<file path="config.mk">
export PLATFORM = sky130hd
export DESIGN_NAME = bcd_serial_adder
export DESIGN_NICKNAME = d
export VERILOG_FILES = /design/src/rtl/bcd_pkg.sv /design/src/rtl/bcd_digit_add.sv /design/src/rtl/bcd_serial_adder.sv
export SDC_FILE = /design/constraint.sdc
export NUM_CORES = 1
export LEC_CHECK = 0
export ABC_AREA = 1
export BUFFER_PORTS_ARGS = -buffer_cell sky130_fd_sc_hd__buf_2
export CORE_MARGIN = 2
export CORE_UTILIZATION = 54
export CTS_CLUSTER_DIAMETER = 200
export DETAILED_ROUTE_END_ITERATION = 10
export MAX_ROUTING_LAYER = met4
export PLACE_DENSITY = 0.91
export SKIP_LAST_GASP = 1
export SYNTH_ARGS = -nofsm -noshare
export SYNTH_HDL_FRONTEND = slang
export SYNTH_SLANG_ARGS = --single-unit
</file>
<file path="constraint.sdc">
create_clock -name clk -period 3.3 [get_ports clk]
set_input_delay 0.165 -clock clk [delete_from_list [all_inputs] [get_ports clk]]
set_output_delay 0.165 -clock clk [all_outputs]
set_load 0.01 [all_outputs]
</file>
<file path="src/rtl/bcd_pkg.sv">
// Shared constants and types for the serial packed-BCD adder.
package bcd_pkg;

    localparam int unsigned BCD_DIGIT_W = 4;
    localparam logic [BCD_DIGIT_W-1:0] BCD_MAX  = 4'd9;
    localparam logic [BCD_DIGIT_W-1:0] BCD_CORR = 4'd6;

    typedef enum logic [1:0] {
        ST_IDLE,
        ST_ADD,
        ST_DONE
    } state_t;

    // True when the nibble is a legal decimal digit.
    function automatic logic is_bcd_digit(input logic [BCD_DIGIT_W-1:0] d);
        return d <= BCD_MAX;
    endfunction

endpackage

</file>
<file path="src/rtl/bcd_digit_add.sv">
// Single-digit BCD add cell: binary add of two nibbles plus carry-in, with the
// +6 decimal correction whenever the raw sum exceeds nine.
module bcd_digit_add
    import bcd_pkg::*;
(
    input  logic [BCD_DIGIT_W-1:0] a_i,
    input  logic [BCD_DIGIT_W-1:0] b_i,
    input  logic                   cin_i,
    output logic [BCD_DIGIT_W-1:0] s_o,
    output logic                   cout_o
);

    // Raw sum reaches at most 15+15+1 = 31, so six bits hold it plus correction.
    logic [5:0] t_raw;
    logic [5:0] t_corr;

    // Raw add, then decimal correction of the low nibble.
    always_comb begin
        t_raw  = {2'b00, a_i} + {2'b00, b_i} + {5'b00000, cin_i};
        t_corr = t_raw;
        cout_o = 1'b0;
        if (t_raw > {2'b00, BCD_MAX}) begin
            t_corr = t_raw + {2'b00, BCD_CORR};
            cout_o = 1'b1;
        end
        s_o = t_corr[BCD_DIGIT_W-1:0];
    end

endmodule

</file>
<file path="src/rtl/bcd_serial_adder.sv">
// Multi-digit packed-BCD adder: one digit per clock through a single digit
// cell, decimal carry held between digits, valid/ready on both sides.
module bcd_serial_adder
    import bcd_pkg::*;
#(
    parameter int unsigned DIGITS = 4
) (
    input  logic                          clk,
    input  logic                          rst_n,
    input  logic                          in_valid,
    output logic                          in_ready,
    input  logic [BCD_DIGIT_W*DIGITS-1:0] a,
    input  logic [BCD_DIGIT_W*DIGITS-1:0] b,
    output logic                          out_valid,
    input  logic                          out_ready,
    output logic [BCD_DIGIT_W*DIGITS-1:0] sum,
    output logic                          carry_out,
    output logic                          invalid
);

    localparam int unsigned W     = BCD_DIGIT_W * DIGITS;
    localparam int unsigned IDX_W = (DIGITS > 1) ? $clog2(DIGITS) : 1;
    localparam logic [IDX_W-1:0] LAST_IDX = IDX_W'(DIGITS - 1);

    state_t           state_q, state_d;
    logic [W-1:0]     a_q, a_d;
    logic [W-1:0]     b_q, b_d;
    logic [W-1:0]     sum_q, sum_d;
    logic [IDX_W-1:0] idx_q, idx_d;
    logic             carry_q, carry_d;
    logic             cout_q, cout_d;
    logic             inv_q, inv_d;

    logic [BCD_DIGIT_W-1:0] dig_a;
    logic [BCD_DIGIT_W-1:0] dig_b;
    logic [BCD_DIGIT_W-1:0] dig_s;
    logic                   dig_cout;

    // Select the operand digits addressed by the index counter.
    always_comb begin
        dig_a = '0;
        dig_b = '0;
        for (int unsigned i = 0; i < DIGITS; i++) begin
            if (idx_q == IDX_W'(i)) begin
                dig_a = a_q[i*BCD_DIGIT_W +: BCD_DIGIT_W];
                dig_b = b_q[i*BCD_DIGIT_W +: BCD_DIGIT_W];
            end
        end
    end

    bcd_digit_add u_digit (
        .a_i    (dig_a),
        .b_i    (dig_b),
        .cin_i  (carry_q),
        .s_o    (dig_s),
        .cout_o (dig_cout)
    );

    // Next-state logic: accept, step one digit per cycle, then hold the result.
    always_comb begin
        state_d = state_q;
        a_d     = a_q;
        b_d     = b_q;
        sum_d   = sum_q;
        idx_d   = idx_q;
        carry_d = carry_q;
        cout_d  = cout_q;
        inv_d   = inv_q;
        case (state_q)
            ST_IDLE: begin
                if (in_valid) begin
                    a_d     = a;
                    b_d     = b;
                    carry_d = 1'b0;
                    idx_d   = '0;
                    inv_d   = 1'b0;
                    state_d = ST_ADD;
                end
            end
            ST_ADD: begin
                for (int unsigned i = 0; i < DIGITS; i++) begin
                    if (idx_q == IDX_W'(i)) begin
                        sum_d[i*BCD_DIGIT_W +: BCD_DIGIT_W] = dig_s;
                    end
                end
                carry_d = dig_cout;
                inv_d   = inv_q | ~is_bcd_digit(dig_a) | ~is_bcd_digit(dig_b);
                if (idx_q == LAST_IDX) begin
                    // Index parks at zero so it never exceeds the top digit.
                    idx_d   = '0;
                    cout_d  = dig_cout;
                    state_d = ST_DONE;
                end else begin
                    idx_d = idx_q + 1'b1;
                end
            end
            ST_DONE: begin
                if (out_ready) begin
                    state_d = ST_IDLE;
                end
            end
            default: begin
                state_d = ST_IDLE;
            end
        endcase
    end

    // State and datapath registers; reset aborts any operation in flight.
    always_ff @(posedge clk or negedge rst_n) begin
        if (!rst_n) begin
            state_q <= ST_IDLE;
            a_q     <= '0;
            b_q     <= '0;
            sum_q   <= '0;
            idx_q   <= '0;
            carry_q <= 1'b0;
            cout_q  <= 1'b0;
            inv_q   <= 1'b0;
        end else begin
            state_q <= state_d;
            a_q     <= a_d;
            b_q     <= b_d;
            sum_q   <= sum_d;
            idx_q   <= idx_d;
            carry_q <= carry_d;
            cout_q  <= cout_d;
            inv_q   <= inv_d;
        end
    end

    assign in_ready  = (state_q == ST_IDLE);
    assign out_valid = (state_q == ST_DONE);
    assign sum       = sum_q;
    assign carry_out = cout_q;
    assign invalid   = inv_q;

endmodule

</file>
Yosys cells after proc, flatten, opt, wreduce, memory -nomap -nowiden
Index checks and enable logic that the tools add are counted.

Reductions and logical operators: 10. Add/subtract/negate cells: 4. $lt $le $gt $ge: 3. Muxes and demuxes: 20. Bitwise operators: 4. Equal/unequal tests: 8.

Operators by type and width (number): $mux 4 (9); $reduce_and 2->1 (6); $mux 2 (5); $le 4x4->1 const B (2); $add 5x1->6 (1); $eq 2x2->1 const B (3); $gt 6x4->1 const B (1); $pmux 2 s3 (1); $add 4x4->5 (1); $add 4x3->4 const B (1); $eq 2x1->1 const B (2); $logic_not 2->1 (2); $ne 2x2->1 const B (2); $pmux 1 s2 (2); $pmux 2 s2 (1); $reduce_and 3->1 (1); $add 2x1->2 const B (1); $mux 1 (2); $ne 2x1->1 const B (1); $not 1->1 (2); $or 1x1->1 (2); $reduce_bool 2->1 (1).

Output and inout port bits: 20. Register bits after elaboration: 55. Word-level logic and storage cells: 60. Input port bits: 36.

Depth between registers and ports, before layout
Gate-level depths: netlist of the first run.

Word-level depth: 10. Mapped depth: 22. Depth with buffers taken out: 21.

Cells and area by module
From an unflattened synthesis of the first run, not the netlist that was laid out.

Cell total of the unflattened synthesis: 340. Area total of the unflattened synthesis: 2755.1 um^2.

Modules (own cells, without submodules): bcd_serial_adder (sequential area each 1376.3 um^2, cells an instance 295, instances 1, area an instance 2454.9 um^2); bcd_digit_add (sequential area each 0.0 um^2, cells an instance 45, instances 1, area an instance 300.3 um^2).

Least setup slack after synthesis of the first run
OpenSTA, ideal clock, no wires.

Kind: register to register. Start point: register idx_q[0]. End point: register sum_q[15], in the netlist sum[15]. Library setup time: 0.065 ns. Stages on the path, launching flop included: 20. Clock period less this slack: 2.973 ns. Slack: 0.327 ns. Arrival: 2.908 ns. Path buffers: 1. Required time: 3.235 ns. Cell sequence: dfrtp_1 ha_1 buf_4 nor2_2 a22oi_1 o21ai_0 o21ai_0 fa_1 fa_1 or2_1 nand2_1 inv_1 ha_1 inv_1 nand3_1 nand2_1 nand2_1 nand2_2 nand2_1 nand2_1.

Cells in the longest elaborated chain, start to end: 9. Elaborated cells between the ends (all ways): 18. Those cells by class: 3 x add/sub; 1 x order compare; 3 x eq/ne; 9 x mux; 2 x reduce/logical.

Ends and longest elaborated chain: start: declaration (line bcd_serial_adder.sv:29) `logic [IDX_W-1:0] idx_q, idx_d;`; start signal: assignment (line bcd_serial_adder.sv:124) `idx_q <= idx_d;`; $logic_not 2->1 (line bcd_serial_adder.sv:44) `if (idx_q == IDX_W'(i)) begin`; $mux 4 (4 in series) (line bcd_serial_adder.sv:44); $add 4x4->5 (line bcd_digit_add.sv:19) `t_raw = {2'b00, a_i} + {2'b00, b_i} + {5'b00000, cin_i};`; $add 5x1->6 (line bcd_digit_add.sv:19); $gt 6x4->1 or $add 4x3->4 (tied branches) (line bcd_digit_add.sv:22, bcd_digit_add.sv:23); $mux 4 (line bcd_digit_add.sv:22) `if (t_raw > {2'b00, BCD_MAX}) begin`; end signal: assignment (line bcd_serial_adder.sv:123) `sum_q <= sum_d;`; end: declaration (line bcd_serial_adder.sv:28) `logic [W-1:0] sum_q, sum_d;`.

Parallel ways exist; a longest one is shown, timed or not. A chain may end at the register's enable or synchronous reset.

Final worst setup path of the first run
Start point: register idx_q[0]. End point: register sum_q[3], in the netlist sum[3].

Cells in the longest elaborated chain, start to end: 9. Elaborated cells between the ends (all ways): 18. Those cells by class: 3 x add/sub; 1 x order compare; 3 x eq/ne; 9 x mux; 2 x reduce/logical.

Ends and longest elaborated chain (line): $logic_not 2->1 (bcd_serial_adder.sv:44, bcd_serial_adder.sv:82); $mux 4 (4 in series) (bcd_serial_adder.sv:44); $add 4x4->5 (bcd_digit_add.sv:19); $add 5x1->6 (bcd_digit_add.sv:19); $gt 6x4->1 or $add 4x3->4 (tied branches) (bcd_digit_add.sv:22, bcd_digit_add.sv:23); $mux 4 (bcd_digit_add.sv:22).

Parallel ways exist; a longest one is shown, timed or not.

==> impl_metrics.py, run 1 <==
metrics = {
    "outcome": {
        "status": "completed",
    },
    "worst_setup_path": {
        "critPathMaxFanout": 5,
        "cpMostUsedCell": "nand2_1",
        "arrival_ps": 3380,
        "cpMaxStageDelayCell": "dfrtp_2",
        "critical_path.cell_chain": "inv_2 -> ha_4 -> inv_1 -> nor2_4 -> a22oi_1 -> o21ai_0 -> o21ai_0 -> fa_2 -> fa_2 -> or2_1 -> nand2_1 -> inv_1 -> ha_1 -> inv_1 -> nand3_1 -> nand2_1 -> nand2_1 -> nand2_2 -> nand2_1 -> nand2_1",
        "max_stage_delay_ps": 460,
        "critPathKind": "register to register",
        "cpLargestDelayFamily": "adder cells",
        "end_kind": "register",
        "crit_buf_inv": 4,
        "worstSetupStartpointType": "register",
        "cp.required_ps": 3550,
    },
    "timing": {
        "tightest_slew_ps": 543,
        "min_period_over_period_pct": 94.7,
        "setup_viol": 0,
        "fin_crit_ps": 3130,
        "finalWorstSetupSlack_ps": 175,
        "maxSlewViolCount": 0,
        "fmax_mhz": 320,
        "fin_skew_ps": 8.33,
        "relSlewSlack_pct": 63.7,
        "fin_hold_ws_ps": 36.2,
        "hold_violations": 0,
    },
    "detailed_routing": {
        "vias": 2315,
        "drtAntennaViolNets": 0,
        "drtPass1Iterations": 4,
        "post-route-drc-count": 0,
        "drt_iter0_markers": 127,
        "viasPerCell": 4.95,
        "routedWlPerCell_um": 13.0,
        "routed_wl_um": 6080,
    },
    "layout": {
        "final_util_pct": 67.0,
        "areaGrowthSynthToFinish_pct": 18.1,
        "fin_area_sq_um": 3190,
        "insertedDiodeCount": 0,
        "drive_above_1_share_pct": 21.2,
        "layout.nets": 446,
    },
    "grt": {
        "grt_max_degree": 38,
        "grtUsageTotal_pct": 25.2,
        "grt_pass1_vias": 2339,
        "antenna_found_initial": 0,
        "overflow": 0,
        "grt_first_pass_wirelength_um": 10400,
    },
    "yosys": {
        "yosysTopAreaCell": "dfrtp_1",
        "ys.warnings.count": 0,
        "synth_top_area_share_pct": 51.0,
        "synth_cell_types": 26,
        "synth_area_leaders": "dfrtp_1 (51%), nand2_1 (23%), nand3_1 (3.9%)",
        "syn_inst": 342,
        "netlist_area_sq_um": 2700,
        "syn_nets": 388,
        "yosysSeqAreaShare_pct": 51.0,
        "ys_ff_latch": 55,
        "syn_area_per_cell_sq_um": 7.88,
    },
    "placement": {
        "place_area_sq_um": 3040,
        "dp_hpwl_um": 4560,
        "io_buffers": 55,
        "gp_congestion": 0.923,
        "dpl_worst_slack_ps": 14.6,
    },
    "clock_tree": {
        "clock-sinks": 55,
        "cts_tree": "built",
        "clk_pin_slew_ps": 90,
        "cts_made_buffers": 5,
        "cts_max_level": 2,
        "clock_path_buffers": 2,
        "root_buffer": "clkbuf_8",
        "clk_latency_ps": 310,
    },
    "flow_run": {
        "drv_cap": 0,
    },
    "floorplanning": {
        "core_area_sq_um": 4750,
        "start_util_pct": 56.7,
        "rows": 25,
        "fp.dieW_um": 74.7,
        "die_h_um": 74.7,
        "die_area_sq_um": 5570,
        "io_pins": 56,
    },
    "worst_hold_path": {
        "min_path_type": "input pin to register",
    },
}
-- cell usage in the layout (no fill, tap or decap), drive strengths merged, types with 2 or more instances in the layout --
cell	n
nor2	9
a21o	2
a21boi	2
buf	59
nand3	22
a21oi	12
dfrtp	55
clkbuf	7
a22oi	2
ha	8
fa	2
nand2	170
o21ai	16
inv	29
-- metal layers --
layer,GRT usage [%],part of all wire (%),vias to the layer above
li1,-,-,1179
met1,30.5,44,1056
met2,43.7,50,74
met3,4.55,4.8,6
met4,6.55,0.97,0
met5,-,0,-
-- final cells by class --
cell class,instances,area (sq um)
fill,413,1570
sequential,55,1380
multi-input combinational,249,1200
timing repair buffer,60,315
inverter,29,109
clock buffer,7,86.3
tap,67,83.8
clock inverter,1,8.76
-- kinds of logic after synthesis --
| family | count (synthesis) | share of synthesized area [%] |
|---|---|---|
| AOI/OAI and AO/OA | 37 | 8.12 |
| and+or+nand+nor | 202 | 30.0 |
| DFF | 55 | 51.0 |
| adders and majority gates | 10 | 5.20 |
| buffers and inverters | 38 | 5.66 |
-- synth_stat cells, drive strengths merged --
library cell / instances
dfrtp: 55
clkbuf: 3
a21boi: 2
nand2: 170
o22ai: 1
nand3: 22
fa: 2
a21o: 2
a211oi: 1
nor2: 9
ha: 8
a22oi: 2
o21ai: 16
or2: 1
buf: 6
inv: 29
a21oi: 12
o31ai: 1
-- stage by stage --
stage,std cells,setup TNS (ps)
after floorplan,342,0
after global placement,459,0
after detailed placement,459,0
after CTS,468,0
after global routing,468,-15.2
final,468,0
-- final timing paths --
kind                          start        to  slack (ps)  depth (start not counted)
min                            a[6]    a_q[6]          40                          3
min reg2reg                 invalid   invalid         480                          2
max                        idx_q[0]    sum[3]         170                         20
max in group asynchronous     rst_n  idx_q[0]        2150                          3
min in group asynchronous     rst_n    sum[4]         330                          2
max reg2reg                idx_q[0]    sum[3]         170                         20
-- repair_timing --
item / 4_1_cts / 5_1_grt
resized for setup: 2 / 10
endpoints found under the setup margin: 4 / 13
hold buffers: 1 / 0
hold endpoints to repair: 21 / 0
setup buffers: 0 / 0
-- worst min-delay path, stage by stage --
cell	delay (ps)
buf_2	70
nand2_1	40
nand2_1	40
-- state kept, by name, indices dropped and copies added, names as in the netlist --
register	flops
carry_q	1
state_q	2
b_q	16
sum	16
carry_out	1
idx_q	2
a_q	16
invalid	1
Power of run 1 is left out: the tool's default activity adds up to more than one toggle a clock period on the data nets, which glitch-free logic cannot reach.
==> run 2: changes to the inputs <==
==> constraint.sdc (replaced) <==
create_clock -name clk -period 3 [get_ports clk]
set_input_delay 0.15 -clock clk [delete_from_list [all_inputs] [get_ports clk]]
set_output_delay 0.15 -clock clk [all_outputs]
set_load 0.01 [all_outputs]
==> run 2 against run 1 <==
Against the previous run:
- the flow now finishes with violations (setup timing)
- wire length up 11%
- flip-flop and latch count unchanged
- non-clock buffer count up 15
- die area unchanged
- setup slack worse by 310 ps
- clock-buffer cell count down 1
- critical endpoint is now sum[15]
==> impl_metrics.py, run 2 (synthesis results as in run 1) <==
metrics = {
    "timing": {
        "fin_crit_ps": 3130,
        "fin_skew_ps": 10.8,
        "hold_violations": 0,
        "tightest_slew_ps": 737,
        "fmax_mhz": 319,
        "rsz0062_at_grt": "true",
        "maxSlewViolCount": 0,
        "setup_viol": 12,
        "finalWorstSetupSlack_ps": -133,
        "min_period_over_period_pct": 104,
        "relSlewSlack_pct": 50.9,
        "fin_tns_setup_ps": -923,
    },
    "layout": {
        "insertedDiodeCount": 0,
        "areaGrowthSynthToFinish_pct": 24.8,
        "layout.nets": 461,
        "layout_common_cells": "nand2_1 (167), buf_2 (55), dfrtp_1 (54), inv_1 (21), nand3_1 (19)",
        "final_common_cell": "nand2_1",
        "drive_above_1_share_pct": 26.5,
        "nFillCells": 386,
    },
    "placement": {
        "gp_congestion": 0.904,
        "io_buffers": 55,
        "dp_hpwl_um": 4760,
    },
    "grt": {
        "grt_first_pass_wirelength_um": 10700,
        "grtUsageTotal_pct": 26.4,
        "grt_pass1_vias": 2414,
        "antenna_found_initial": 0,
        "overflow": 0,
        "grt_max_degree": 38,
    },
    "detailed_routing": {
        "viasPerCell": 5.34,
        "routed_wl_um": 6760,
        "routedWlPerCell_um": 14.0,
        "post-route-drc-count": 0,
        "vias": 2572,
        "drtAntennaViolNets": 0,
        "drtPass1Iterations": 4,
        "drt_iter0_markers": 165,
    },
    "worst_setup_path": {
        "critPathKind": "register to register",
        "critPathMaxFanout": 4,
        "cpMostUsedCell": "nand2_1",
        "critical_path.cell_chain": "buf_6 -> ha_2 -> inv_1 -> o21ai_0 -> a21oi_1 -> a21oi_2 -> fa_2 -> fa_2 -> or2_1 -> nand2_1 -> inv_2 -> ha_4 -> inv_2 -> nand3_2 -> nand2_1 -> nand2_1 -> nand2_2 -> nand2_1 -> nand2_1",
        "cp.required_ps": 3260,
        "max_stage_delay_ps": 450,
        "cpMaxStageDelayCell": "dfrtp_2",
        "end_kind": "register",
        "worstSetupStartpointType": "register",
        "arrival_ps": 3400,
    },
    "floorplanning": {
        "die_area_sq_um": 5570,
        "fp.dieW_um": 74.7,
        "core_area_sq_um": 4750,
        "start_util_pct": 56.7,
        "io_pins": 56,
        "rows": 25,
        "die_h_um": 74.7,
    },
    "clock_tree": {
        "root_buffer": "clkbuf_8",
        "clk_latency_ps": 320,
        "clock_path_buffers": 2,
        "clk_pin_slew_ps": 90,
        "clock-sinks": 55,
        "cts_made_buffers": 5,
        "cts_max_level": 2,
        "cts_tree": "built",
    },
    "outcome": {
        "violations": "setup timing",
        "status": "finished, violations left",
    },
    "worst_hold_path": {
        "min_path_type": "input pin to register",
    },
    "flow_run": {
        "drv_cap": 0,
    },
}
==> run 2: path summary, 6_finish.rpt <==
check                           startpoint       end  slack, ps  depth (start not counted)
worst max-delay path              idx_q[0]   sum[15]       -130                         19
worst min-delay path                  a[0]    a_q[0]         20                          3
worst max register to register    idx_q[0]   sum[15]       -130                         19
worst min register to register      sum[2]    sum[2]        490                          2
max in group asynchronous            rst_n  idx_q[0]       1760                          3
min in group asynchronous            rst_n   sum[11]        430                          2
==> run 2: final cells by class <==
cell class / instances / area [sq um] / area share, %
Clock buffer: 6 / 72.6 / 2.16
Clock inverter: 1 / 30.0 / 0.892
Inverter: 29 / 111 / 3.31
Multi-Input combinational cell: 249 / 1250 / 37.0
Sequential cell: 55 / 1380 / 40.9
Tap cell: 67 / 83.8 / 2.49
Timing Repair Buffer: 75 / 444 / 13.2
==> run 2: what timing repair did <==
| action | in CTS | in global routing |
|---|---|---|
| setup buffers | 1 | 3 |
| resized for setup | 6 | 23 |
| endpoints found under the hold margin | 32 | 0 |
| hold buffers | 1 | 0 |
| pin swaps | 0 | 13 |
| endpoints found under the setup margin | 8 | 13 |
==> run 2: metrics by stage <==
stage / instances / worst slack [ps] / utilization [%] / hold slack (ps) / instance area [sq um]
floorplan: 342 / 26.6 / - / -146 / 2700
global placement: 470 / 35.1 / 66.0 / 235 / 3140
detailed placement: 470 / -110 / 66.0 / 246 / 3140
CTS: 479 / 11.2 / 68.7 / 20.8 / 3270
global route: 482 / -261 / 70.8 / 17.1 / 3370
finish: 482 / -133 / 70.8 / 16.2 / 3370
==> run 2: critical path, delay by kind of cell, from the launching register on <==
family	cells	cell delay [ps]
adders and majority gates	4	1120
and+or+nand+nor	8	760
DFF	1	450
AOI/OAI and AO/OA	3	440
buffers and inverters	4	310
==> run 2: routing by layer <==
layer  track usage, %  part of all wire, %
met5                -                    0
met4             10.7                  4.4
met3             6.02                  6.6
met2             43.6                   49
met1             31.3                   40
Power of run 2 is left out for the same reason.
